===== config.mk =====
export PLATFORM = sky130hd
export DESIGN_NAME = npc_hazard_unit
export DESIGN_NICKNAME = d
export VERILOG_FILES = /design/src/rtl/npc_hazard_unit.sv
export SDC_FILE = /design/constraint.sdc
export NUM_CORES = 1
export LEC_CHECK = 0
export BUFFER_PORTS_ARGS = -buffer_cell sky130_fd_sc_hd__buf_2
export CAP_MARGIN = 20
export CORE_AREA = 5 5 195 197
export CTS_CLUSTER_DIAMETER = 60
export DETAILED_ROUTE_END_ITERATION = 8
export DIE_AREA = 0 0 200 202
export GPL_TIMING_DRIVEN = 0
export PLACE_DENSITY = 0.46
export SYNTH_ARGS = -nofsm -noshare
export SYNTH_HDL_FRONTEND = slang
export SYNTH_SLANG_ARGS = --single-unit

===== constraint.sdc =====
create_clock -name clk -period 5.7 [get_ports clk]
set_clock_uncertainty 0.05 [all_clocks]
set_input_delay 0.57 -clock clk [delete_from_list [all_inputs] [get_ports clk]]
set_output_delay 0.57 -clock clk [all_outputs]
set_load 0.05 [all_outputs]

===== src/rtl/npc_hazard_unit.sv =====
// Hazard detection and operand forwarding for the npc in-order pipeline.
// Tracks in-flight destination registers across NUM_STAGES post-ID slots (slot 0 = EX).
module npc_hazard_unit #(
    parameter int NUM_STAGES = 3,
    parameter int XLEN       = 64,
    parameter int LOAD_STAGE = 1,
    parameter int CNT_W      = 32
) (
    input  logic                       clk,
    input  logic                       rst,
    input  logic                       id_valid,
    input  logic [4:0]                 id_rs1,
    input  logic [4:0]                 id_rs2,
    input  logic                       id_rs1_use,
    input  logic                       id_rs2_use,
    input  logic [4:0]                 id_rd,
    input  logic                       id_we,
    input  logic                       id_load,
    input  logic                       flush,
    input  logic [XLEN-1:0]            rf_rdata1,
    input  logic [XLEN-1:0]            rf_rdata2,
    input  logic [NUM_STAGES*XLEN-1:0] stage_result,
    output logic                       stall,
    output logic [XLEN-1:0]            fwd_data1,
    output logic [XLEN-1:0]            fwd_data2,
    output logic                       fwd_hit1,
    output logic                       fwd_hit2,
    output logic [CNT_W-1:0]           stall_cnt
);

    typedef struct packed {
        logic            hit;
        logic            hazard;
        logic [XLEN-1:0] data;
    } lookup_t;

    logic [NUM_STAGES-1:0]      slot_v;
    logic [NUM_STAGES-1:0]      slot_ld;
    logic [NUM_STAGES-1:0][4:0] slot_rd;

    lookup_t op1;
    lookup_t op2;
    logic    issue;

    // Scan oldest to youngest so the lowest matching slot overrides the rest.
    function automatic lookup_t lookup(
        input logic [4:0]                 rs,
        input logic [XLEN-1:0]            rf_data,
        input logic [NUM_STAGES-1:0]      v,
        input logic [NUM_STAGES-1:0][4:0] rd,
        input logic [NUM_STAGES-1:0]      ld,
        input logic [NUM_STAGES*XLEN-1:0] results
    );
        lookup_t r;
        r.hit    = 1'b0;
        r.hazard = 1'b0;
        r.data   = rf_data;
        for (int i = NUM_STAGES - 1; i >= 0; i--) begin
            if (rs != 5'd0 && v[i] && rd[i] == rs) begin
                if (ld[i] && i < LOAD_STAGE) begin
                    r.hit    = 1'b0;
                    r.hazard = 1'b1;
                    r.data   = rf_data;
                end else begin
                    r.hit    = 1'b1;
                    r.hazard = 1'b0;
                    r.data   = results[i*XLEN +: XLEN];
                end
            end
        end
        return r;
    endfunction

    always_comb begin
        op1 = lookup(id_rs1, rf_rdata1, slot_v, slot_rd, slot_ld, stage_result);
        op2 = lookup(id_rs2, rf_rdata2, slot_v, slot_rd, slot_ld, stage_result);
    end

    assign stall     = id_valid & ~flush &
                       ((id_rs1_use & op1.hazard) | (id_rs2_use & op2.hazard));
    assign fwd_hit1  = op1.hit;
    assign fwd_hit2  = op2.hit;
    assign fwd_data1 = op1.data;
    assign fwd_data2 = op2.data;
    assign issue     = id_valid & ~stall & ~flush;

    // Records advance every edge; a stalled or flushed ID instruction becomes a bubble.
    always_ff @(posedge clk or posedge rst) begin
        if (rst) begin
            slot_v  <= '0;
            slot_ld <= '0;
            slot_rd <= '0;
        end else begin
            slot_v  <= {slot_v[NUM_STAGES-2:0], issue & id_we & (id_rd != 5'd0)};
            slot_ld <= {slot_ld[NUM_STAGES-2:0], issue & id_load};
            slot_rd <= {slot_rd[NUM_STAGES-2:0], issue ? id_rd : 5'd0};
        end
    end

    always_ff @(posedge clk or posedge rst) begin
        if (rst) begin
            stall_cnt <= '0;
        end else if (stall && stall_cnt != {CNT_W{1'b1}}) begin
            stall_cnt <= stall_cnt + 1'b1;
        end
    end

endmodule

[Word-level counts from Yosys, hierarchy flattened]
Cells that the tools add are included.
Word-level totals
  register bits after elaboration: 51
  output and inout port bits: 163
  bits of input ports: 343
  word-level logic and storage cells: 51
Cells by class
  add/subtract/negate cells: 1
  equal/unequal tests: 7
  reduce and logical (&&, ||, !) cells: 16
  muxes and demuxes: 9
  bitwise gates (word level): 12
Operators with widths (number)
  2-to-1 mux 66 bit: 8
  adder 32 x 1 -> 32 bit, second input constant: 1
  != test 32 bit, second input constant: 1
  equality test 5 bit: 6
  nonzero test 5 bit: 3
  logical AND 1 bit: 13
  AND 1 bit: 9
  2-to-1 mux 5 bit: 1
  NOT 1 bit: 2
  bitwise OR 1 bit: 1

[Logic depth before layout (Yosys ltp)]
Gate-level depths: netlist (run 1).
  word-level depth: 14
  mapped depth: 9
  mapped depth without buffers: 7

[Worst setup path after synthesis (run 1)]
Ideal clock, no wire load.
  path type: input-to-output
  start point: in id_rs1[1]
  end point: out fwd_data1[60]
  buffers on the path: 3
  cell stages on the path: 8
  arrival time: 2916 ps
  path slack: 2164 ps
  data required time: 5080 ps
  cells stage by stage: or4_1 -> nor2_1 -> or4_1 -> clkbuf_1 -> clkbuf_1 -> clkbuf_1 -> o21ai_0 -> o22ai_1
Between the ends
  cells in the longest elaborated chain, start to end: 6
  elaborated cells on any way between the ends: 13
  those cells by class: 3 x eq/ne; 3 x mux; 7 x reduce/logical
RTL lines
  from (decl): RTL line 12  | input logic [4:0] id_rs1,
  nonzero test 5 bit: RTL line 59  | if (rs != 5'd0 && v[i] && rd[i] == rs) begin
  logical AND 1 bit (2 in a row): RTL line 59
  2-to-1 mux 66 bit (2 in a row): RTL line 59
  2-to-1 mux 66 bit *: RTL line 59
  to (decl): RTL line 24  | output logic [XLEN-1:0] fwd_data1,
Every way passes the cells marked *; elsewhere a longest branch is shown, timed or not.

[Worst setup path in the final report (run 1)]
  start point: in id_rs1[1]
  end point: out fwd_data1[30]
Same word-level chain as after synthesis.

==> results of run 1 <==
[metal layers]
metal / GRT usage [%] / up-vias
li1: - / 5148
met5: 0 / -
met4: 9.41 / 16
met3: 5.43 / 119
met1: 30.3 / 5427
met2: 41.0 / 643
[final cells by class]
cell class              count  area [sq um]
diodes                     30          75.1
multi-input cells         878          5110
plain buffers             113           449
inverters                  78           293
flip-flops and latches     51          1280
clock inverters             2          16.3
well taps                 468           586
repair buffers            506          2550
fillers                  4169         25600
clock buffers               6           139
[Yosys cell counts, types with 5 or more instances]
master	instances
xnor2_1	22
o22ai_1	129
clkbuf_1	94
buf_1	14
o21ai_0	256
a21oi_1	253
or4_1	8
nand2_1	20
nor3_2	8
inv_1	77
xor2_1	38
nor2b_1	64
dfrtp_1	51
nor4_2	11
and3_1	5
nor4b_2	5
nand3_1	7
nand4_1	16
nor2_1	18
[logic make-up (layout without fill, tap and decap cells)]
| family | count (synthesis) | after routing | synth area share, % |
|---|---|---|---|
| adders and majority gates | 1 | 1 | 0.176 |
| AOI/OAI and AO/OA | 643 | 643 | 47.6 |
| xor gates and xnor gates | 61 | 61 | 7.60 |
| buffers and inverters | 191 | 705 | 10.4 |
| other | 0 | 30 | 0 |
| and+or+nand+nor | 172 | 172 | 16.1 |
| muxes | 1 | 1 | 0.158 |
| DFF | 51 | 51 | 17.9 |
[sequential cells by signal, indices dropped and copies added (netlist names)]
register and flops:
stall_cnt 32, slot_rd 15, slot_ld 1, slot_v 3
[metrics by stage]
stage	worst slack (ps)	cell area, sq um	instances	power (uW)	util [%]
global route	923	10500	2124	1420	29.0
finish	1070	10500	2132	1350	29.1
CTS	1100	10400	2102	1360	28.9
floorplan	2160	7130	1120	754	-
detailed placement	1100	10300	2094	1030	28.4
global placement	1110	10200	2093	1030	28.4
[worst max-delay path, cell delays in order]
cell and delay (ps):
buf_2 140, or4_1 510, nor2_1 200, or4_1 150, clkbuf_1 610, clkbuf_1 580, clkbuf_1 490, o21ai_0 150
o22ai_1 260, buf_2 330
[where the power goes]
group	total, uW	leakage, uW	internal [uW]	switching [uW]
clock	316	0.0000733	176	140
sequential	373	0.000703	367	6.07
combinational	658	0.00443	208	449
[how the worst min path moves through the flow]
stage | end | cells after the start
final | stall_cnt[22]$_DFFE_PP0P_ | 2
after global routing | stall_cnt[22]$_DFFE_PP0P_ | 2
after CTS | stall_cnt[23]$_DFFE_PP0P_ | 2
after floorplan | slot_v[1]$_DFF_PP0_ | 0
after detailed placement | slot_v[2]$_DFF_PP0_ | 0
after global placement | slot_v[2]$_DFF_PP0_ | 0
==> impl_metrics.py, run 1 <==
metrics = {
    "outcome": {
        "status": "finished clean",
    },
    "route": {
        "drc": 0,
        "dr_wl_met2_microns": 25800,
        "dr.pass1.iters": 6,
        "drt_iter0_markers": 1011,
        "route.met3.wl_microns": 5180,
        "viasPerCell": 5.33,
        "dr_total_vias": 11400,
        "ant_nets": 0,
        "m1WireLength_microns": 20500,
        "wl_per_cell_microns": 25.2,
        "maxUsedRoutingLayer": "met5",
        "drt-total-wl_microns": 53700,
    },
    "cts": {
        "post_cts_buffers": 0,
        "hold_buffers": 0,
        "cts_tree": "done",
        "h-tree-depth": 2,
        "cts_sinks": 51,
        "insertion_delay_ps": 290,
        "root_buffer": "clkbuf_16",
        "cts_buffers": 5,
        "cts_resized": 0,
        "clock_path_buffers": 2,
        "clk_pin_slew_ps": 80,
    },
    "synthesis": {
        "yosysUniqueCellTypes": 36,
        "yosys.area.top_type": "o21ai_0",
        "synth-main-ff-cell": "dfrtp_1",
        "yosys_warnings": 0,
        "synthTopCellsByArea": "o21ai_0 (18%), dfrtp_1 (18%), a21oi_1 (18%), o22ai_1 (11%), nor2b_1 (5.6%)",
        "syn_area_sq_um": 7130,
        "synth-seq-cells": 51,
        "synth_edf_count": 0,
        "synth_async_sr_flop_share_pct": 100,
        "syn_inst": 1120,
        "synth-seq-area-share_pct": 17.9,
        "synthesis.nets": 1464,
        "synth.avg_cell_area_sq_um": 6.36,
        "yosysTopAreaCellShare_pct": 18.0,
    },
    "setup_path": {
        "start_kind": "input pin",
        "r2r-end": "slot_rd[4]$_DFF_PP0_",
        "cp_max_fo": 10,
        "end_kind": "output pin",
        "r2r_slack_ps": 3110,
        "path_class": "in -> out",
        "critPathCapture": "fwd_data1[30]",
        "worstPathArrival_ps": 4010,
        "r2r-start": "slot_ld[0]$_DFF_PP0_",
        "cp.required_ps": 5080,
        "reg2reg_depth": 4,
        "crit_start": "id_rs1[1]",
    },
    "place": {
        "hpwl_microns": 44200,
        "port-buffer-count": 505,
        "place.gp.congestion": 0.959,
    },
    "sta": {
        "max_freq_ghz": 0.216,
        "slew_headroom_pct": 39.9,
        "setup_viol": 0,
        "finalSetupTns_ps": 0,
        "hold-worst-slack_ps": 219,
        "rsz0062_at_grt": "false",
        "slew_violations": 0,
        "fin_crit_sh_pct": 81.2,
        "period_minus_slack_ps": 4630,
        "finalHoldViolCount": 0,
        "tightestPinTransition_ps": 901,
    },
    "floorplanning": {
        "die_area_sq_um": 40400,
        "rows": 70,
        "io_pins": 506,
        "initial_core_util_pct": 19.8,
        "core_sq_um": 36100,
        "fp.dieW_microns": 200,
        "fp.dieH_microns": 202,
    },
    "pwr": {
        "vdd_ir_drop_max_mv": 0.134,
        "p_leak_uw": 0.00520,
        "p_per_area_nw_per_um2": 128,
    },
    "global_routing": {
        "grt_pass1_vias": 10900,
        "grt_max_degree": 35,
        "grt_util_all_layers_pct": 24.4,
        "antenna_found_initial": 36,
        "grt_first_pass_wirelength_microns": 74900,
        "grt_overflow_total": 0,
    },
    "finish": {
        "mostFrequentLayoutCells": "buf_2 (507), o21ai_0 (256), a21oi_1 (253)",
        "area_growth_pct": 47.2,
        "final_layout_size_suffix_gt1_share_pct": 33.7,
        "nNetsFinal": 1977,
        "final_common_cell": "buf_2",
    },
    "run": {
        "cap_viol_max_count": 0,
    },
    "hold_path": {
        "hold_path_class": "in -> async",
    },
}
(Power assumes the default switching activity.)
==> run 2: changes to the inputs <==
--- a/config.mk
+++ b/config.mk
@@ -7,12 +7,12 @@
 export LEC_CHECK = 0
 export BUFFER_PORTS_ARGS = -buffer_cell sky130_fd_sc_hd__buf_2
 export CAP_MARGIN = 20
-export CORE_AREA = 5 5 195 197
+export CORE_AREA = 5 5 196 198
 export CTS_CLUSTER_DIAMETER = 60
 export DETAILED_ROUTE_END_ITERATION = 8
-export DIE_AREA = 0 0 200 202
+export DIE_AREA = 0 0 201 203
 export GPL_TIMING_DRIVEN = 0
-export PLACE_DENSITY = 0.46
+export PLACE_DENSITY = 0.45
 export SYNTH_ARGS = -nofsm -noshare
 export SYNTH_HDL_FRONTEND = slang
 export SYNTH_SLANG_ARGS = --single-unit
==> constraint.sdc (replaced) <==
create_clock -name clk -period 4.55 [get_ports clk]
set_clock_uncertainty 0.05 [all_clocks]
set_input_delay 0.455 -clock clk [delete_from_list [all_inputs] [get_ports clk]]
set_output_delay 0.455 -clock clk [all_outputs]
set_load 0.05 [all_outputs]
==> impl_metrics.py, run 2 (synthesis results as in run 1) <==
metrics = {
    "outcome": {
        "status": "finished clean",
    },
    "cts": {
        "hold_buffers": 0,
        "h-tree-depth": 2,
        "cts_resized": 0,
        "cts_sinks": 51,
        "clock_path_buffers": 2,
        "root_buffer": "clkbuf_16",
        "cts_tree": "done",
        "post_cts_buffers": 0,
        "insertion_delay_ps": 300,
        "cts_buffers": 5,
        "clk_pin_slew_ps": 70,
    },
    "setup_path": {
        "start_kind": "input pin",
        "reg2reg_depth": 7,
        "r2r-end": "stall_cnt[31]$_DFFE_PP0P_",
        "critical_path.most_common_cell": "clkbuf_1",
        "critPathMaxStageDelay_ps": 650,
        "critical_path.top_delay_family": "buffers and inverters",
        "r2r-start": "stall_cnt[0]$_DFFE_PP0P_",
        "slowest_stage": "clkbuf_1",
        "cp_max_fo": 10,
        "cp.required_ps": 4050,
        "worstPathArrival_ps": 3890,
        "path_class": "in -> out",
        "worstPathCellList": "buf_2 -> or4_1 -> nor2_1 -> or4_1 -> clkbuf_1 -> clkbuf_1 -> clkbuf_1 -> o21ai_0 -> o22ai_1 -> buf_2",
        "r2r_slack_ps": 1910,
        "crit_buf_inv": 5,
        "end_kind": "output pin",
    },
    "route": {
        "viasPerCell": 5.40,
        "drt-total-wl_microns": 56400,
        "ant_nets": 0,
        "dr.pass1.iters": 6,
        "drt_iter0_markers": 1014,
        "dr_total_vias": 11500,
        "drc": 0,
        "wl_per_cell_microns": 26.5,
    },
    "sta": {
        "slew_violations": 0,
        "fin_crit_sh_pct": 96.7,
        "setup_viol": 0,
        "finalHoldViolCount": 0,
        "slew_headroom_pct": 41.2,
        "max_freq_ghz": 0.227,
        "period_minus_slack_ps": 4400,
        "tightestPinTransition_ps": 882,
        "finalSetupTns_ps": 0,
        "fin_ws_ps": 150,
        "rsz0062_at_grt": "false",
    },
    "global_routing": {
        "grt_overflow_total": 0,
        "grt_max_degree": 33,
        "grt_util_all_layers_pct": 25.5,
        "antenna_found_initial": 43,
        "grt_pass1_vias": 11200,
        "grt_first_pass_wirelength_microns": 79600,
    },
    "floorplanning": {
        "core_sq_um": 36300,
        "fp.dieW_microns": 201,
        "die_area_sq_um": 40800,
        "initial_core_util_pct": 19.6,
        "rows": 70,
        "io_pins": 506,
        "fp.dieH_microns": 203,
    },
    "finish": {
        "top_regs": "stall_cnt (32), slot_rd (15), slot_v (3)",
        "nFillCells": 4215,
        "final_layout_size_suffix_gt1_share_pct": 33.7,
        "final_common_cell": "buf_2",
        "nNetsFinal": 1977,
        "area_growth_pct": 47.0,
        "largest_reg_flops": 32,
        "mostFrequentLayoutCells": "buf_2 (507), o21ai_0 (256), a21oi_1 (253)",
        "largest-register": "stall_cnt",
    },
    "pwr": {
        "seq_power_share_pct": 27.5,
        "internal_power_uw": 941,
        "p_clk_share_pct": 23.5,
        "p_per_area_nw_per_um2": 162,
        "power_switching_uw": 760,
        "p_leak_uw": 0.00520,
        "power_frac_comb_pct": 49.1,
        "swShare_pct": 44.7,
        "vdd_ir_drop_max_mv": 0.142,
    },
    "place": {
        "port-buffer-count": 505,
        "place.gp.congestion": 0.985,
        "hpwl_microns": 46000,
        "dp_slack_ps": 122,
    },
    "run": {
        "cap_viol_max_count": 0,
    },
    "hold_path": {
        "hold_path_class": "in -> async",
    },
}
run 2: changes by cell type in the layout (fill, tap and decap cells not counted), sizes merged:
cell / delta
diode: -5
run 2: cell type report:
type	count	area [sq um]	share of cell area [%]
Tap cell	468	586	5.59
Clock inverter	2	16.3	0.155
Sequential cell	51	1280	12.2
Antenna cell	25	62.6	0.597
Timing Repair Buffer	506	2550	24.3
Inverter	78	293	2.79
Multi-Input combinational cell	878	5110	48.8
Buffer	113	449	4.29
Clock buffer	6	139	1.33
run 2: power by group through the flow:
stage          sequential, uW  clock [uW]  combinational (uW)
2_1_floorplan             474           0                 471
3_3_place_gp              476           0                 825
3_5_place_dp              476           0                 826
4_1_cts                   467         415                 829
5_1_grt                   468         436                 883
6_report                  467         399                 835
run 2: worst max path at each step:
stage | from | endpoint | cells after the start
after global placement | id_rs1[1] | fwd_data1[42] | 10
after CTS | id_rs1[1] | fwd_data1[42] | 10
after detailed placement | id_rs1[1] | fwd_data1[42] | 10
final | id_rs1[1] | fwd_data1[37] | 10
after floorplan | id_rs1[1] | fwd_data1[60] | 8
after global routing | id_rs1[1] | fwd_data1[42] | 10
run 2: per-stage QoR:
stage / hold slack [ps] / cell area, sq um / utilization, % / std cells / power (uW)
global route: 159 / 10500 / 28.8 / 2121 / 1790
detailed placement: 349 / 10300 / 28.2 / 2094 / 1300
finish: 119 / 10500 / 28.8 / 2127 / 1700
floorplan: 323 / 7130 / - / 1120 / 945
CTS: 138 / 10400 / 28.7 / 2102 / 1710
global placement: 361 / 10200 / 28.2 / 2093 / 1300
run 2: metal layers:
metal	GRT usage (%)	up-vias	routed length, microns
met2	43.1	636	27300
met1	31.7	5563	22300
met5	0	-	243
met3	7.22	114	4950
met4	7.82	36	1590
li1	-	5143	-
==> run 3: changes to the inputs <==
==> config.mk (replaced) <==
export PLATFORM = sky130hd
export DESIGN_NAME = npc_hazard_unit
export DESIGN_NICKNAME = d
export VERILOG_FILES = /design/src/rtl/npc_hazard_unit.sv
export SDC_FILE = /design/constraint.sdc
export NUM_CORES = 1
export LEC_CHECK = 0
export ABC_AREA = 1
export BUFFER_PORTS_ARGS = -buffer_cell sky130_fd_sc_hd__buf_2
export CAP_MARGIN = 20
export CORE_AREA = 5 5 192 194
export CTS_CLUSTER_DIAMETER = 60
export DETAILED_ROUTE_END_ITERATION = 8
export DIE_AREA = 0 0 197 199
export GPL_TIMING_DRIVEN = 0
export PLACE_DENSITY = 0.57
export SYNTH_ARGS = -nofsm -noshare
export SYNTH_HDL_FRONTEND = slang
export SYNTH_SLANG_ARGS = --single-unit
==> impl_metrics.py, run 3 <==
metrics = {
    "cts": {
        "cts_resized": 0,
        "insertion_delay_ps": 290,
        "clk_pin_slew_ps": 70,
        "cts_tree": "done",
        "h-tree-depth": 2,
        "clock_path_buffers": 2,
        "cts_buffers": 5,
        "post_cts_buffers": 0,
        "hold_buffers": 0,
        "cts_sinks": 51,
        "root_buffer": "clkbuf_16",
    },
    "sta": {
        "slew_violations": 0,
        "fin_crit_sh_pct": 72.6,
        "max_freq_ghz": 0.303,
        "setup_viol": 0,
        "period_minus_slack_ps": 3300,
        "rsz0062_at_grt": "false",
        "slew_headroom_pct": 45.5,
        "finalSetupTns_ps": 0,
        "tightestPinTransition_ps": 818,
        "finalHoldViolCount": 0,
    },
    "synthesis": {
        "yosys_warnings": 0,
        "syn_inst": 2175,
        "synth.avg_cell_area_sq_um": 4.72,
        "ys_top_cells_by_count": "nand2_1 (1178), nand3_1 (396), inv_1 (223)",
        "synth_edf_count": 0,
        "yosys.area.top_type": "nand2_1",
        "synthTopCellsByArea": "nand2_1 (43%), nand3_1 (19%), dfrtp_1 (12%), inv_1 (8.2%), buf_2 (4.4%)",
        "synth-seq-area-share_pct": 12.4,
        "synthesis.nets": 2519,
        "synth-main-ff-cell": "dfrtp_1",
        "yosysUniqueCellTypes": 30,
        "syn_area_sq_um": 10300,
        "yosysMostFrequentCell": "nand2_1",
        "synth_async_sr_flop_share_pct": 100,
        "synth-seq-cells": 51,
        "yosysTopAreaCellShare_pct": 43.1,
    },
    "run": {
        "cap_viol_max_count": 0,
    },
    "route": {
        "wl_per_cell_microns": 19.4,
        "dr_total_vias": 16000,
        "drt_iter0_markers": 1282,
        "ant_nets": 0,
        "drc": 0,
        "drt-total-wl_microns": 61300,
        "viasPerCell": 5.04,
        "dr.pass1.iters": 6,
    },
    "setup_path": {
        "r2r_slack_ps": 2440,
        "r2r-end": "stall_cnt[9]$_DFFE_PP0P_",
        "r2r-start": "stall_cnt[0]$_DFFE_PP0P_",
        "crit_start": "slot_rd[3]$_DFF_PP0_",
        "start_kind": "flip-flop",
        "worstPathArrival_ps": 2800,
        "path_class": "reg -> out",
        "end_kind": "output pin",
        "reg2reg_depth": 9,
        "cp.required_ps": 4050,
        "cp_max_fo": 10,
    },
    "finish": {
        "mostFrequentLayoutCells": "nand2_1 (1178), buf_2 (595), nand3_1 (396)",
        "final_layout_size_suffix_gt1_share_pct": 23.7,
        "multiInputGateArea_sq_um": 7400,
        "stdcell_area_sq_um": 13600,
        "nNetsFinal": 3032,
        "final_common_cell": "nand2_1",
        "top_regs": "stall_cnt (32), slot_rd (15), slot_v (3)",
        "regArea_sq_um": 1280,
        "nFillCells": 4176,
        "largest-register": "stall_cnt",
        "area_growth_pct": 32.3,
        "largest_reg_flops": 32,
    },
    "pwr": {
        "vdd_ir_drop_max_mv": 0.194,
        "seq_power_share_pct": 25.4,
        "power_switching_uw": 893,
        "p_clk_share_pct": 20.5,
        "swShare_pct": 48.7,
        "internal_power_uw": 941,
        "p_leak_uw": 0.00859,
        "total_power_uw": 1830,
        "power_frac_comb_pct": 54.1,
        "p_per_area_nw_per_um2": 135,
    },
    "hold_path": {
        "hold_path_class": "in -> async",
    },
    "global_routing": {
        "grt_overflow_total": 0,
        "grt_max_degree": 37,
        "antenna_found_initial": 25,
        "grt_util_all_layers_pct": 29.0,
        "grt_first_pass_wirelength_microns": 89100,
        "grt_pass1_vias": 15000,
    },
    "floorplanning": {
        "fp.dieW_microns": 197,
        "initial_core_util_pct": 29.3,
        "fp.dieH_microns": 199,
        "io_pins": 506,
        "rows": 69,
        "core_sq_um": 35100,
        "die_area_sq_um": 39200,
    },
    "place": {
        "dpl_cell_area_sq_um": 13400,
        "port-buffer-count": 505,
        "hpwl_microns": 49400,
        "place.gp.congestion": 0.967,
    },
    "outcome": {
        "status": "finished clean",
    },
}
-- run 3: cell types whose count changed after synthesis, sizes merged, moves of 64 or more --
cell   previous run  this run
nand3             7       398
buf              19       106
a21oi           253         2
inv              78       234
o22ai           129         1
nor2b            64         0
o21ai           256         3
nand2            20      1179
-- run 3: worst max-delay path by stage --
stage / end / slack (ps) / cells after the start
final: fwd_data1[63] / 1250 / 10
after CTS: fwd_data2[17] / 1250 / 8
after floorplan: stall / 1930 / 8
after global routing: fwd_data2[22] / 1110 / 8
after global placement: fwd_data1[63] / 1450 / 11
after detailed placement: fwd_data1[4] / 1430 / 11
-- run 3: metrics by stage --
step / worst slack, ps / cells / hold slack [ps] / util, %
floorplan: 1930 / 2175 / 304 / -
global placement: 1450 / 3141 / 315 / 38.1
detailed placement: 1430 / 3142 / 331 / 38.2
CTS: 1250 / 3150 / 87.4 / 38.6
global route: 1110 / 3166 / 109 / 38.7
finish: 1250 / 3168 / 78.0 / 38.7
-- run 3: layout make-up --
type	instances	share of cell area [%]
Multi-Input combinational cell	1745	54.5
Buffer	143	5.12
Clock inverter	3	0.147
Inverter	236	6.53
Tap cell	461	4.25
Antenna cell	18	0.332
Timing Repair Buffer	506	18.8
Clock buffer	5	0.922
Sequential cell	51	9.40
-- run 3: power by group through the flow --
| stage | clock network (uW) | registers, uW | logic, uW |
|---|---|---|---|
| finish | 376 | 467 | 991 |
| global route | 406 | 467 | 1060 |
| CTS | 390 | 466 | 983 |
| detailed placement | 0 | 475 | 980 |
| global placement | 0 | 475 | 973 |
| floorplan | 0 | 473 | 577 |
-- run 3: cell families after synthesis --
family	Yosys count	share of synthesized area, %
buf+inv	379	15.4
simple gates	1711	69.5
fa+ha+maj	1	0.122
compound gates	10	0.573
flops	51	12.4
xor+xnor	23	1.96
-- run 3: worst max-delay path, stage by stage (launching register included) --
cell	delay [ps]
dfrtp_1	400
inv_1	70
a21oi_1	130
nand2_1	80
nor2_1	130
nand2_1	220
inv_2	330
clkbuf_1	620
nand2_1	100
nand2_1	130
buf_2	290
-- run 3: per-layer routing --
metal,vias up,track usage [%],part of all wire [%]
li1,7731,-,-
met1,7290,37.7,41
met2,820,49.1,48
met3,110,5.17,9.0
met4,12,9.09,2.5
met5,-,0,0.14
